===== src/rtl/ram_pkg.sv =====
// Shared definitions for the RAM request master.
// Holds the controller state type, the response buffer depth and a word-count helper.
package ram_pkg;

  typedef enum logic {
    SWEEP = 1'b0,
    RUN   = 1'b1
  } state_e;

  // Read responses that may be outstanding (in flight + buffered) at once.
  localparam int unsigned RSP_DEPTH = 2;

  // Number of words addressed by a depth-bit address.
  function automatic int unsigned num_words(input int unsigned depth);
    return 32'(1) << depth;
  endfunction

endpackage


===== src/rtl/rsp_fifo2.sv =====
// Two-entry response FIFO for read data.
// Ports: clk, rst_n; push/push_data write the tail; pop drops the head;
//        count = occupancy; head = oldest entry, or the last popped word when empty.
module rsp_fifo2
  import ram_pkg::*;
#(
  parameter int unsigned WIDTH = 8
) (
  input  logic                               clk,
  input  logic                               rst_n,
  input  logic                               push,
  input  logic [WIDTH-1:0]                   push_data,
  input  logic                               pop,
  output logic [$clog2(RSP_DEPTH+1)-1:0]     count,
  output logic [WIDTH-1:0]                   head
);

  localparam int unsigned CNT_W = $clog2(RSP_DEPTH + 1);
  localparam int unsigned PTR_W = $clog2(RSP_DEPTH);

  logic [RSP_DEPTH-1:0][WIDTH-1:0] mem_q, mem_d;
  logic [PTR_W-1:0]                wr_ptr_q, wr_ptr_d;
  logic [PTR_W-1:0]                rd_ptr_q, rd_ptr_d;
  logic [CNT_W-1:0]                cnt_q, cnt_d;
  logic [WIDTH-1:0]                last_q, last_d;

  // Pointer/count update; push and pop in the same cycle keep the count.
  always_comb begin
    mem_d    = mem_q;
    wr_ptr_d = wr_ptr_q;
    rd_ptr_d = rd_ptr_q;
    last_d   = last_q;
    if (push) begin
      mem_d[wr_ptr_q] = push_data;
      wr_ptr_d        = wr_ptr_q + PTR_W'(1);
    end
    if (pop) begin
      last_d   = mem_q[rd_ptr_q];
      rd_ptr_d = rd_ptr_q + PTR_W'(1);
    end
    cnt_d = cnt_q + CNT_W'(push) - CNT_W'(pop);
  end

  always_ff @(posedge clk or negedge rst_n) begin
    if (!rst_n) begin
      mem_q    <= '0;
      wr_ptr_q <= '0;
      rd_ptr_q <= '0;
      cnt_q    <= '0;
      last_q   <= '0;
    end else begin
      mem_q    <= mem_d;
      wr_ptr_q <= wr_ptr_d;
      rd_ptr_q <= rd_ptr_d;
      cnt_q    <= cnt_d;
      last_q   <= last_d;
    end
  end

  // Empty FIFO keeps presenting the last delivered word.
  assign count = cnt_q;
  assign head  = (cnt_q != '0) ? mem_q[rd_ptr_q] : last_q;

endmodule


===== src/rtl/ram_req_master.sv =====
// Initiator for a single-port synchronous RAM with 1-cycle registered reads.
// Ports: req_* valid/ready request stream (read or write); rsp_* valid/ready read
//        data stream in request order; ram_* RAM port; busy = sweep active or
//        read data outstanding. Optional post-reset sweep fills the RAM with CLEAR_VALUE.
module ram_req_master
  import ram_pkg::*;
#(
  parameter int unsigned     WIDTH          = 8,
  parameter int unsigned     DEPTH          = 4,
  parameter int unsigned     CLEAR_ON_RESET = 0,
  parameter logic [WIDTH-1:0] CLEAR_VALUE   = '0
) (
  input  logic             clk,
  input  logic             rst_n,
  input  logic             req_valid,
  output logic             req_ready,
  input  logic             req_wr,
  input  logic [DEPTH-1:0] req_addr,
  input  logic [WIDTH-1:0] req_wdata,
  output logic             rsp_valid,
  input  logic             rsp_ready,
  output logic [WIDTH-1:0] rsp_rdata,
  output logic             ram_enable,
  output logic             ram_wr_en,
  output logic [DEPTH-1:0] ram_address,
  output logic [WIDTH-1:0] ram_data_in,
  input  logic [WIDTH-1:0] ram_data_out,
  output logic             busy
);

  localparam int unsigned NUM_WORDS   = num_words(DEPTH);
  localparam int unsigned CNT_W       = $clog2(RSP_DEPTH + 1);
  localparam int unsigned PEND_W      = CNT_W + 1;
  localparam state_e      RESET_STATE = (CLEAR_ON_RESET != 0) ? SWEEP : RUN;

  state_e           state_q, state_d;
  logic [DEPTH-1:0] sweep_cnt_q, sweep_cnt_d;
  logic             inflight_q, inflight_d;
  logic [CNT_W-1:0] fifo_count;
  logic             pop_c;
  logic             fire_c;
  logic [PEND_W-1:0] pending_c;

  rsp_fifo2 #(.WIDTH(WIDTH)) u_rsp_fifo (
    .clk       (clk),
    .rst_n     (rst_n),
    .push      (inflight_q),
    .push_data (ram_data_out),
    .pop       (pop_c),
    .count     (fifo_count),
    .head      (rsp_rdata)
  );

  assign rsp_valid = (fifo_count != '0);
  assign pop_c     = rsp_valid & rsp_ready;
  assign busy      = (state_q == SWEEP) | inflight_q | rsp_valid;

  // Outstanding reads after this cycle's pop; a same-cycle pop frees its credit
  // so back-to-back reads keep full throughput.
  assign pending_c = PEND_W'(fifo_count) + PEND_W'(inflight_q) - PEND_W'(pop_c);

  // Next state and RAM drive; the port stays quiet while reset is held.
  always_comb begin
    state_d     = state_q;
    sweep_cnt_d = sweep_cnt_q;
    inflight_d  = 1'b0;
    req_ready   = 1'b0;
    fire_c      = 1'b0;
    ram_enable  = 1'b0;
    ram_wr_en   = 1'b0;
    ram_address = '0;
    ram_data_in = '0;
    if (rst_n) begin
      case (state_q)
        SWEEP: begin
          ram_enable  = 1'b1;
          ram_wr_en   = 1'b1;
          ram_address = sweep_cnt_q;
          ram_data_in = CLEAR_VALUE;
          sweep_cnt_d = sweep_cnt_q + DEPTH'(1);
          if (sweep_cnt_q == DEPTH'(NUM_WORDS - 1)) begin
            state_d = RUN;
          end
        end
        RUN: begin
          // Read credit rule applied to every request, writes included.
          req_ready  = (pending_c < PEND_W'(RSP_DEPTH));
          fire_c     = req_valid & req_ready;
          ram_enable = fire_c;
          ram_wr_en  = fire_c & req_wr;
          if (fire_c) begin
            ram_address = req_addr;
            ram_data_in = req_wdata;
          end
          inflight_d = fire_c & ~req_wr;
        end
        default: state_d = RESET_STATE;
      endcase
    end
  end

  always_ff @(posedge clk or negedge rst_n) begin
    if (!rst_n) begin
      state_q     <= RESET_STATE;
      sweep_cnt_q <= '0;
      inflight_q  <= 1'b0;
    end else begin
      state_q     <= state_d;
      sweep_cnt_q <= sweep_cnt_d;
      inflight_q  <= inflight_d;
    end
  end

endmodule


===== config.mk =====
export PLATFORM = sky130hd
export DESIGN_NAME = ram_req_master
export DESIGN_NICKNAME = d
export VERILOG_FILES = /design/src/rtl/ram_pkg.sv /design/src/rtl/rsp_fifo2.sv /design/src/rtl/ram_req_master.sv
export SDC_FILE = /design/constraint.sdc
export NUM_CORES = 1
export LEC_CHECK = 0
export BUFFER_PORTS_ARGS = -buffer_cell sky130_fd_sc_hd__buf_4
export CORE_UTILIZATION = 39
export DETAILED_ROUTE_END_ITERATION = 6
export PLACE_DENSITY = 0.66
export SETUP_SLACK_MARGIN = 0.2
export SYNTH_ARGS = -nofsm -noshare
export SYNTH_HDL_FRONTEND = slang
export SYNTH_SLANG_ARGS = --single-unit
export TNS_END_PERCENT = 30

===== constraint.sdc =====
create_clock -name clk -period 3.2 [get_ports clk]
set_input_delay 0.64 -clock clk [delete_from_list [all_inputs] [get_ports clk]]
set_output_delay 0.64 -clock clk [all_outputs]
set_load 0.01 [all_outputs]

# Yosys cells after proc, flatten, opt, wreduce, memory -nomap -nowiden
# Index checks and enable logic that the tools add are counted.
[word_totals]
register_bits = 34
in_bits = 25
output_inout_bits = 25
elab_cells = 54
[op_classes]
add_sub_neg = 7
magnitude_cmp = 4
eq_ne = 1
mux = 22
n_bitwise = 8
reduce_logical = 3
[ops]
columns = ["op", "n"]
rows = [
  ["$mux 8", 6],
  ["$bwmux 16", 1],
  ["$pmux 8 s2", 1],
  ["$demux 8 s1", 1],
  ["$mux 1", 8],
  ["$mux 4", 2],
  ["$pmux 4 s2", 1],
  ["$add 4x1->4 const B", 1],
  ["$and 1x1->1", 4],
  ["$eq 4x4->1 const B", 1],
  ["$lt 1x2->1 const B", 2],
  ["$pmux 1 s2", 2],
  ["$add 2x1->3", 1],
  ["$lt 3x2->1 const B", 1],
  ["$sub 3x1->3", 1],
  ["$add 1x1->1 const B", 2],
  ["$add 2x1->2", 1],
  ["$not 1->1", 2],
  ["$or 1x1->1", 2],
  ["$reduce_and 2->1", 1],
  ["$reduce_bool 2->1", 1],
  ["$sub 2x1->2", 1],
  ["$ge 1x1->1 const B", 1],
  ["$logic_and 1x1->1", 1],
]

# Logic depth before layout (Yosys ltp)
# Gate-level depths: netlist of the first run.
[depth]
depth_word = 8
depth_mapped = 12

# By module
# Synthesis of the first run repeated with hierarchy kept, for this count alone.
[hier_totals]
cells_unflattened = 149
hier_area_um2 = 1747.9
[modules_own_cells]
columns = ["module", "instances", "cells_per_inst", "area_per_inst_um2", "seq_area_each_um2"]
rows = [
  ["rsp_fifo2", 1, 102, 1286.2, 700.7],
  ["ram_req_master", 1, 47, 461.7, 151.4],
]

# Worst setup path after synthesis of the first run
# No wires, ideal clock.
[synth_path]
path_kind = "input to output"
startpoint = "input port rsp_ready"
endpoint = "output port ram_address[2]"
t_arrival_ns = 2.721
path_slack_ns = -0.161
stages = 12
path_cell_list = "o21ai_1 -> buf_4 -> inv_1 -> ha_1 -> inv_1 -> ha_1 -> inv_1 -> fa_1 -> and2_1 -> and4_4 -> buf_6 -> a22o_1"
[synth_via]
elab_chain_len = 7
[synth_rtl]
columns = ["element", "line", "text"]
rows = [
  ["start: declaration", "ram_req_master.sv:21", "input logic rsp_ready,"],
  ["$and 1x1->1", "ram_req_master.sv:55", "assign pop_c = rsp_valid & rsp_ready;"],
  ["named net pop_c", "ram_req_master.sv:40", "logic pop_c;"],
  ["$sub 3x1->3", "ram_req_master.sv:60", "assign pending_c = PEND_W'(fifo_count) + PEND_W'(inflight_q) - PEND_W'(pop_c);"],
  ["$lt 3x2->1", "ram_req_master.sv:87", "req_ready = (pending_c < PEND_W'(RSP_DEPTH));"],
  ["$and 1x1->1", "ram_req_master.sv:88", "fire_c = req_valid & req_ready;"],
  ["$mux 4", "ram_req_master.sv:91", "if (fire_c) begin"],
  ["$pmux 4 s2", "ram_req_master.sv:74", "case (state_q)"],
  ["$mux 4", "ram_req_master.sv:73", "if (rst_n) begin"],
  ["end: declaration", "ram_req_master.sv:25", "output logic [DEPTH-1:0] ram_address,"],
]
# The timed path passes the listed nets, and every way through them passes these cells.

# Worst setup path after layout of the first run
[layout_path]
startpoint = "register u_rsp_fifo.cnt_q[1] (netlist: u_rsp_fifo.count[1])"
endpoint = "output port ram_data_in[7]"
[layout_via]
elab_chain_len = 8
[layout_rtl]
columns = ["element", "line", "text"]
rows = [
  ["start: declaration", "rsp_fifo2.sv:24", "logic [CNT_W-1:0] cnt_q, cnt_d;"],
  ["start signal: assignment", "rsp_fifo2.sv:55", "cnt_q <= cnt_d;"],
  ["$reduce_bool 2->1", "ram_req_master.sv:54", "assign rsp_valid = (fifo_count != '0);"],
  ["$and 1x1->1", "ram_req_master.sv:55", ""],
  ["named net pop_c", "ram_req_master.sv:40", ""],
  ["$sub 3x1->3", "ram_req_master.sv:60", ""],
  ["$lt 3x2->1", "ram_req_master.sv:87", ""],
  ["$and 1x1->1", "ram_req_master.sv:88", ""],
  ["$mux 8", "ram_req_master.sv:91", ""],
  ["$pmux 8 s2", "ram_req_master.sv:74", ""],
  ["$mux 8", "ram_req_master.sv:73", ""],
  ["end: declaration", "ram_req_master.sv:26", "output logic [WIDTH-1:0] ram_data_in,"],
]
# The timed path passes the listed nets, and every way through them passes these cells.

==> results of run 1 <==
==> critical path: stages (launching register included) <==
cell and delay, ns:
sky130_fd_sc_hd__dfrtp_2 0.42, sky130_fd_sc_hd__o21ai_4 0.16, sky130_fd_sc_hd__inv_2 0.06, sky130_fd_sc_hd__ha_4 0.25
sky130_fd_sc_hd__inv_2 0.04, sky130_fd_sc_hd__ha_4 0.14, sky130_fd_sc_hd__inv_2 0.04, sky130_fd_sc_hd__fa_2 0.43
sky130_fd_sc_hd__and2_4 0.16, sky130_fd_sc_hd__and4_2 0.21, sky130_fd_sc_hd__and2_2 0.20, sky130_fd_sc_hd__buf_4 0.14
==> layer usage <==
metal,up-vias,share of wire
li1,606,-
met4,0,0.022
met2,21,0.55
met5,-,0
met3,9,0.032
met1,599,0.39
==> power by group <==
part	total [W]	leakage [nW]	internal, W	switching, W
combinational	0.000964	0.636	0.000516	0.000448
clock	0.000327	0.0472	0.000173	0.000155
sequential	0.000746	0.421	0.000595	0.000151
total	0.00204	1.10	0.00128	0.000754
==> layout make-up <==
class	instances	area, um2	area share
timing repair buffer	53	402	0.178
clock inverter	2	12.5	0.00556
multi-input combinational	99	813	0.361
sequential	34	853	0.379
tap	50	62.6	0.0278
clock buffer	6	82.6	0.0367
inverter	7	26.3	0.0117
==> kinds of logic (layout without fill, tap and decap cells) <==
family | count (synthesis) | count (layout) | share of synthesized area
adder cells (fa/ha/maj) | 4 | 4 | 0.0343
AO/OA/AOI/OAI | 23 | 23 | 0.0791
flip-flops | 34 | 34 | 0.508
AND/OR/NAND/NOR | 39 | 40 | 0.126
multiplexers | 26 | 26 | 0.168
buffers and inverters | 15 | 68 | 0.0485
XOR/XNOR | 6 | 6 | 0.0358
==> through the flow <==
stage | std cells | util
CTS | 251 | 0.552
finish | 251 | 0.555
global route | 251 | 0.555
floorplan | 147 | -
detailed placement | 240 | 0.520
global placement | 240 | 0.520
==> cell usage after synthesis <==
cell                       number
sky130_fd_sc_hd__nand2_1       10
sky130_fd_sc_hd__buf_6          2
sky130_fd_sc_hd__o21ai_1        1
sky130_fd_sc_hd__fa_1           1
sky130_fd_sc_hd__and2_2         9
sky130_fd_sc_hd__or3b_1         1
sky130_fd_sc_hd__nand3_1        1
sky130_fd_sc_hd__nand2b_1       1
sky130_fd_sc_hd__buf_2          4
sky130_fd_sc_hd__xor2_1         2
sky130_fd_sc_hd__xnor2_2        1
sky130_fd_sc_hd__a21boi_0       1
sky130_fd_sc_hd__a22o_2         1
sky130_fd_sc_hd__dfrtp_1       33
sky130_fd_sc_hd__o21ai_0        8
sky130_fd_sc_hd__a21oi_1        9
sky130_fd_sc_hd__a41o_1         1
sky130_fd_sc_hd__xnor2_1        3
sky130_fd_sc_hd__ha_1           3
sky130_fd_sc_hd__mux2i_1        9
sky130_fd_sc_hd__inv_1          7
sky130_fd_sc_hd__clkbuf_2       1
sky130_fd_sc_hd__and4_4         1
sky130_fd_sc_hd__a22o_1         1
sky130_fd_sc_hd__buf_4          1
sky130_fd_sc_hd__dfstp_2        1
sky130_fd_sc_hd__nor2b_1        2
sky130_fd_sc_hd__a31oi_1        1
sky130_fd_sc_hd__nor2_1        10
sky130_fd_sc_hd__and2_1         1
sky130_fd_sc_hd__nand4_1        2
sky130_fd_sc_hd__or2_2          1
sky130_fd_sc_hd__mux2_2        17
==> what timing repair did <==
action                                  4_1_cts  5_1_grt
pin swaps                                     3        4
setup buffers                                 2        0
hold buffers                                  0        0
endpoints found under the setup margin       15       15
gates cloned                                  1        0
gates resized for setup                       3        2
==> flip-flops by register name, summed over array words and instances, names as in the netlist <==
register / cells
u_rsp_fifo.wr_ptr_q: 1
u_rsp_fifo.mem_q: 16
state_q: 1
u_rsp_fifo.rd_ptr_q: 1
u_rsp_fifo.last_q: 8
inflight_q: 1
sweep_cnt_q: 4
u_rsp_fifo.count: 2
==> final timing paths <==
kind,endpoint,slack (ns),depth (start not counted)
min in group clk,u_rsp_fifo.last_q[3],0.48,2
setup / recovery,ram_data_in[7],0.02,11
setup reg to reg,inflight_q,0.98,10
hold reg to reg,u_rsp_fifo.last_q[3],0.48,2
max in group asynchronous,u_rsp_fifo.count[1],2.43,2
hold / removal,sweep_cnt_q[2],0.17,1
==> cell usage in the layout, fill, tap and decap left out, drive strengths merged, types with 7 or more instances in the layout <==
cell,n
inv,7
buf,53
mux2i,9
nor2,10
a21oi,9
mux2,17
and2,10
nand2,10
dfrtp,33
o21ai,9
==> reports/metrics.json, run 1 <==
{
  "global_routing": {
    "wire_length_of_the_first_global_routing_pass_um": 5870,
    "grtUsageTotal": 0.182,
    "overflow_left_after_global_routing": 0,
    "global_route.usage.met1": 0.184,
    "global_route.peak_usage_layer": "met2",
    "use_met3": 0.0693,
    "use_met2": 0.329,
    "antenna_found_initial": 0,
    "largest_net_degree_at_the_start_of_global_routing": 31,
    "vias_in_the_first_global_route": 1301
  },
  "drt": {
    "detail_route.iter0.violations": 42,
    "firstDrtPassIters": 4,
    "route.detailed.wl_per_inst_um": 14.4,
    "antenna_violating_nets_post_route": 0,
    "route.detailed.vias_per_inst": 4.92,
    "wl_um": 3630,
    "num_vias": 1235,
    "post-route-drc-count": 0
  },
  "synth": {
    "post_synth_main_area_contributors": "sky130_fd_sc_hd__dfrtp_1 49%, sky130_fd_sc_hd__mux2_2 11%, sky130_fd_sc_hd__mux2i_1 5.4%, sky130_fd_sc_hd__and2_2 4.0%, sky130_fd_sc_hd__a21oi_1 2.7%",
    "netlist.area_leader.share": 0.493,
    "yosysWarnings": 0,
    "postSynthNetCount": 176,
    "flip_flop_and_latch_count_after_synthesis": 34,
    "mappedNetlistArea_um2": 1680,
    "yosys.area.top_type": "sky130_fd_sc_hd__dfrtp_1",
    "synthDistinctLibCells": 33,
    "avgSynthCellArea_um2": 11.4,
    "seq_area_frac_synth": 0.508,
    "syn-instance-count": 147
  },
  "clock_tree": {
    "clock_path_buffers": 2,
    "cts_max_level": 2,
    "clock_latency_ns": 0.29,
    "clockRootBuffer": "sky130_fd_sc_hd__clkbuf_8",
    "tritoncts.num_buffers": 5,
    "cts_sinks": 34,
    "cts_tree": "yes",
    "worst_setup_hold_path_clk_slew_ns": 0.07
  },
  "worst_setup_path": {
    "cp_data_required_time_ns": 2.56,
    "cp-startpoint": "u_rsp_fifo.count[1]",
    "critical_path_arrival_ns": 2.54,
    "timing.critical_path.to_type": "output port",
    "critPathLaunchType": "flip-flop",
    "regToRegStartpoint": "u_rsp_fifo.count[1]",
    "path_max_fanout": 5,
    "worstSetupPathType": "flip-flop to output port"
  },
  "status": {
    "status": "completed"
  },
  "floorplan": {
    "initial_core_util": 0.413,
    "die_h_um": 67.6,
    "placement_rows": 23,
    "core_region_area_um2": 4060,
    "die_width_um": 67.6,
    "fp.dieArea_um2": 4570,
    "floorplan.io_pins": 50
  },
  "timing": {
    "finalHoldWorstSlack_ns": 0.168,
    "setup-tns-final_ns": 0,
    "fin_crit_ns": 3.18,
    "rsz0062_at_grt": "true",
    "post-route-period-util": 0.995,
    "timing.final.max_slew_violations": 0,
    "achievable-frequency_mhz": 314,
    "maxSlewHeadroom": 0.492,
    "post-route-worst-setup-slack_ns": 0.0169,
    "timing.final.setup_violations": 0,
    "tightestPinTransition_ns": 0.761,
    "finClkSkew_ns": 0.00660,
    "timing.final.hold_violations": 0
  },
  "cells_and_area": {
    "antenna_cells": 0,
    "layout-area-overhead-vs-synth_pct": 34.3,
    "fillerInstances": 351,
    "drive_gt1_frac": 0.507,
    "fin_area_um2": 2250,
    "number_of_nets_in_the_finished_design": 229
  },
  "placed_design": {
    "buffer_ports.inserted": 49,
    "place_area_um2": 2110,
    "place_ws_ns": 0.0140,
    "place_hpwl_um": 2640,
    "gp_routability_congestion": 0.761
  },
  "power": {
    "worst_ir_drop_vdd_mv": 0.485,
    "p_total_w": 0.00204,
    "power.static_leakage_nw": 1.10,
    "powerDensity_nw_per_um2": 904
  },
  "run": {
    "cap_violations": 0
  },
  "min_path": {
    "hp-class": "primary input to async pin"
  }
}
Note: power is estimated with default switching activity, not from simulation.
==> run 2: changes to the inputs <==
--- a/config.mk
+++ b/config.mk
@@ -8,7 +8,7 @@
 export BUFFER_PORTS_ARGS = -buffer_cell sky130_fd_sc_hd__buf_4
 export CORE_UTILIZATION = 39
 export DETAILED_ROUTE_END_ITERATION = 6
-export PLACE_DENSITY = 0.66
+export PLACE_DENSITY = 0.63
 export SETUP_SLACK_MARGIN = 0.2
 export SYNTH_ARGS = -nofsm -noshare
 export SYNTH_HDL_FRONTEND = slang
==> run 2 against run 1 <==
  * Setup slack hardly changed
  * Global-route usage down 0.27 points
  * Non-clock buffer count unchanged
  * Critical endpoint is now ram_address[2]
  * Largest cell class unchanged
==> reports/metrics.json, run 2 (synthesized netlist as in run 1, its figures left out) <==
{
  "cells_and_area": {
    "final_common_cell": {"value": "sky130_fd_sc_hd__buf_4", "change": "unchanged"},
    "mostFrequentLayoutCells": {"value": "51 x sky130_fd_sc_hd__buf_4, 32 x sky130_fd_sc_hd__dfrtp_1, 17 x sky130_fd_sc_hd__mux2_2, 10 x sky130_fd_sc_hd__nor2_1, 10 x sky130_fd_sc_hd__nand2_1", "change": "was 52 x sky130_fd_sc_hd__buf_4, 32 x sky130_fd_sc_hd__dfrtp_1, 17 x sky130_fd_sc_hd__mux2_2, 10 x sky130_fd_sc_hd__nor2_1, 10 x sky130_fd_sc_hd__nand2_1"},
    "largest_register_ffs": {"value": 16, "change": "unchanged"},
    "fillerInstances": {"value": 361, "change": "was 351"},
    "registers.top_by_ff_count": {"value": "u_rsp_fifo.mem_q", "change": "unchanged"},
    "final_cells": {"value": 251, "change": "unchanged"},
    "fin_area": {"value": 2310, "unit": "um2", "change": "was 2250 um2"},
    "antenna_cells": {"value": 0, "change": "unchanged"},
    "layout-area-overhead-vs-synth": {"value": 37.6, "unit": "%", "change": "was 34.3%"},
    "number_of_nets_in_the_finished_design": {"value": 229, "change": "unchanged"},
    "drive_gt1_frac": {"value": 0.512, "change": "was 0.507"},
    "largest_registers": {"value": "u_rsp_fifo.mem_q (16), u_rsp_fifo.last_q (8), sweep_cnt_q (4)", "change": "unchanged"}
  },
  "timing": {
    "setup-tns-final": {"value": 0, "unit": "ns", "change": "unchanged"},
    "finalHoldWorstSlack": {"value": 0.174, "unit": "ns", "change": "was 0.168 ns"},
    "achievable-frequency": {"value": 314, "unit": "MHz", "change": "about the same"},
    "timing.final.setup_violations": {"value": 0, "change": "unchanged"},
    "rsz0062_at_grt": {"value": "true", "change": "unchanged"},
    "finClkSkew": {"value": 0.00703, "unit": "ns", "change": "was 0.00660 ns"},
    "fin_crit": {"value": 3.18, "unit": "ns", "change": "about the same"},
    "tightestPinTransition": {"value": 0.838, "unit": "ns", "change": "was 0.761 ns"},
    "post-route-period-util": {"value": 0.995, "change": "about the same"},
    "timing.final.max_slew_violations": {"value": 0, "change": "unchanged"},
    "maxSlewHeadroom": {"value": 0.440, "change": "was 0.492"},
    "timing.final.hold_violations": {"value": 0, "change": "unchanged"}
  },
  "clock_tree": {
    "cts_max_level": {"value": 2, "change": "unchanged"},
    "tritoncts.num_buffers": {"value": 5, "change": "unchanged"},
    "clock_path_buffers": {"value": 2, "change": "unchanged"},
    "clockRootBuffer": {"value": "sky130_fd_sc_hd__clkbuf_8", "change": "unchanged"},
    "worst_setup_hold_path_clk_slew": {"value": 0.07, "unit": "ns", "change": "about the same"},
    "cts_sinks": {"value": 34, "change": "unchanged"},
    "cts_tree": {"value": "yes", "change": "unchanged"},
    "clock_latency": {"value": 0.29, "unit": "ns", "change": "about the same"}
  },
  "status": {
    "status": {"value": "completed", "change": "unchanged"}
  },
  "global_routing": {
    "antenna_found_initial": {"value": 0, "change": "unchanged"},
    "wire_length_of_the_first_global_routing_pass": {"value": 5870, "unit": "um", "change": "unchanged"},
    "overflow_left_after_global_routing": {"value": 0, "change": "unchanged"},
    "vias_in_the_first_global_route": {"value": 1257, "change": "was 1,301"},
    "largest_net_degree_at_the_start_of_global_routing": {"value": 31, "change": "unchanged"},
    "grtUsageTotal": {"value": 0.179, "change": "was 0.182"}
  },
  "drt": {
    "num_vias": {"value": 1258, "change": "was 1,235"},
    "firstDrtPassIters": {"value": 4, "change": "unchanged"},
    "antenna_violating_nets_post_route": {"value": 0, "change": "unchanged"},
    "wl": {"value": 3650, "unit": "um", "change": "was 3630 um"},
    "route.detailed.vias_per_inst": {"value": 5.01, "change": "was 4.92"},
    "route.detailed.wl_per_inst": {"value": 14.5, "unit": "um", "change": "was 14.4 um"},
    "detail_route.iter0.violations": {"value": 63, "change": "was 42"},
    "post-route-drc-count": {"value": 0, "change": "unchanged"}
  },
  "worst_setup_path": {
    "reg2reg_to": {"value": "inflight_q", "change": "unchanged"},
    "worst-r2r-setup-slack": {"value": 1.01, "unit": "ns", "change": "was 0.98 ns"},
    "crit_top_cell": {"value": "sky130_fd_sc_hd__inv_2", "change": "unchanged"},
    "timing.critical_path.to_type": {"value": "output port", "change": "unchanged"},
    "critical_path_arrival": {"value": 2.54, "unit": "ns", "change": "about the same"},
    "crit_path_top_delay_cell": {"value": "sky130_fd_sc_hd__fa_2", "change": "unchanged"},
    "regToRegStartpoint": {"value": "u_rsp_fifo.count[1]", "change": "unchanged"},
    "r2r_cells": {"value": 10, "change": "unchanged"},
    "crit_path_max_incr_delay": {"value": 0.53, "unit": "ns", "change": "was 0.43 ns"},
    "worstSetupPathType": {"value": "flip-flop to output port", "change": "unchanged"},
    "path_cells": {"value": "o21ai_4 -> inv_2 -> ha_4 -> inv_2 -> ha_4 -> inv_2 -> fa_2 -> and2_4 -> and4_4 -> a22o_1 -> buf_4", "change": "was o21ai_4 -> inv_2 -> ha_4 -> inv_2 -> ha_4 -> inv_2 -> fa_2 -> and2_4 -> and4_2 -> and2_2 -> buf_4"},
    "critPathLaunchType": {"value": "flip-flop", "change": "unchanged"},
    "path_max_fanout": {"value": 6, "change": "was 5"},
    "cp_data_required_time": {"value": 2.56, "unit": "ns", "change": "about the same"}
  },
  "power": {
    "p_total": {"value": 0.00220, "unit": "W", "change": "was 0.00204 W"},
    "powerDensity": {"value": 951, "unit": "nW/um2", "change": "was 904 nW/um2"},
    "worst_ir_drop_vdd": {"value": 0.497, "unit": "mV", "change": "was 0.485 mV"},
    "power.static_leakage": {"value": 1.13, "unit": "nW", "change": "was 1.10 nW"}
  },
  "floorplan": {
    "fp.dieArea": {"value": 4570, "unit": "um2", "change": "unchanged"},
    "initial_core_util": {"value": 0.413, "change": "unchanged"},
    "die_h": {"value": 67.6, "unit": "um", "change": "unchanged"},
    "core_region_area": {"value": 4060, "unit": "um2", "change": "unchanged"},
    "placement_rows": {"value": 23, "change": "unchanged"},
    "die_width": {"value": 67.6, "unit": "um", "change": "unchanged"},
    "floorplan.io_pins": {"value": 50, "change": "unchanged"}
  },
  "placed_design": {
    "place_hpwl": {"value": 2570, "unit": "um", "change": "was 2640 um"},
    "place_area": {"value": 2110, "unit": "um2", "change": "unchanged"},
    "gp_routability_congestion": {"value": 0.731, "change": "was 0.761"},
    "buffer_ports.inserted": {"value": 49, "change": "unchanged"},
    "placed_cells_incl_taps": {"value": 240, "change": "unchanged"}
  },
  "min_path": {
    "hp-class": {"value": "primary input to async pin", "change": "unchanged"}
  },
  "run": {
    "cap_violations": {"value": 0, "change": "unchanged"}
  }
}
==> run 2: changes by cell type in the layout (fill, tap and decap cells not counted), sizes merged <==
cell and change:
bufinv +2, clkbuf -1, clkinvlp -1
==> run 2: report_power, final <==
part	switching [W]	leakage [nW]	internal, W	total (W)
logic	0.000455	0.639	0.000523	0.000978
registers	0.000147	0.421	0.000594	0.000741
clock network	0.000163	0.0683	0.000312	0.000475
==> run 2: worst max-delay path by stage <==
| stage | end | startpoint | depth (start not counted) |
|---|---|---|---|
| after floorplan | ram_address[2] | rsp_ready | 12 |
| after CTS | ram_data_in[0] | u_rsp_fifo.count[1] | 11 |
| after global placement | ram_address[1] | rsp_ready | 12 |
| after detailed placement | ram_address[1] | rsp_ready | 12 |
| final | ram_address[2] | u_rsp_fifo.count[1] | 11 |
| after global routing | ram_address[2] | u_rsp_fifo.count[1] | 11 |
==> run 2: critical path: cells and delay by family (launching register included) <==
kind / cells / cell delay (ns)
buf+inv: 4 / 0.27
fa+ha+maj: 3 / 0.85
flops: 1 / 0.42
compound gates: 2 / 0.31
simple gates: 2 / 0.41
==> run 2: metrics by stage <==
stage / util / setup WS (ns)
final: 0.569 / 0.0168
after global routing: 0.569 / -0.0734
after CTS: 0.563 / 0.0111
after detailed placement: 0.520 / 0.00495
after global placement: 0.520 / 0.0411
after floorplan: - / 0.0906
==> run 2: layer usage <==
layer | vias up | track usage | share of wire
met2 | 18 | 0.286 | 0.51
met4 | 0 | 0.0718 | 0.012
met3 | 5 | 0.0574 | 0.036
met5 | - | 0 | 0
li1 | 605 | - | -
met1 | 630 | 0.221 | 0.44
==> run 2: layout make-up <==
class	count	area (um2)	share of cell area
Inverter	7	26.3	0.0114
Clock inverter	3	68.8	0.0298
Tap cell	50	62.6	0.0271
Clock buffer	5	68.8	0.0298
Timing Repair Buffer	53	405	0.176
Multi-Input combinational cell	99	822	0.356
Sequential cell	34	853	0.370
==> run 2: repair_timing <==
item / CTS / global route
pin swaps: 4 / 5
setup buffers: 2 / 0
gates cloned: 1 / 0
hold buffers: 0 / 0
setup endpoints to repair: 15 / 15
gates resized for setup: 3 / 6
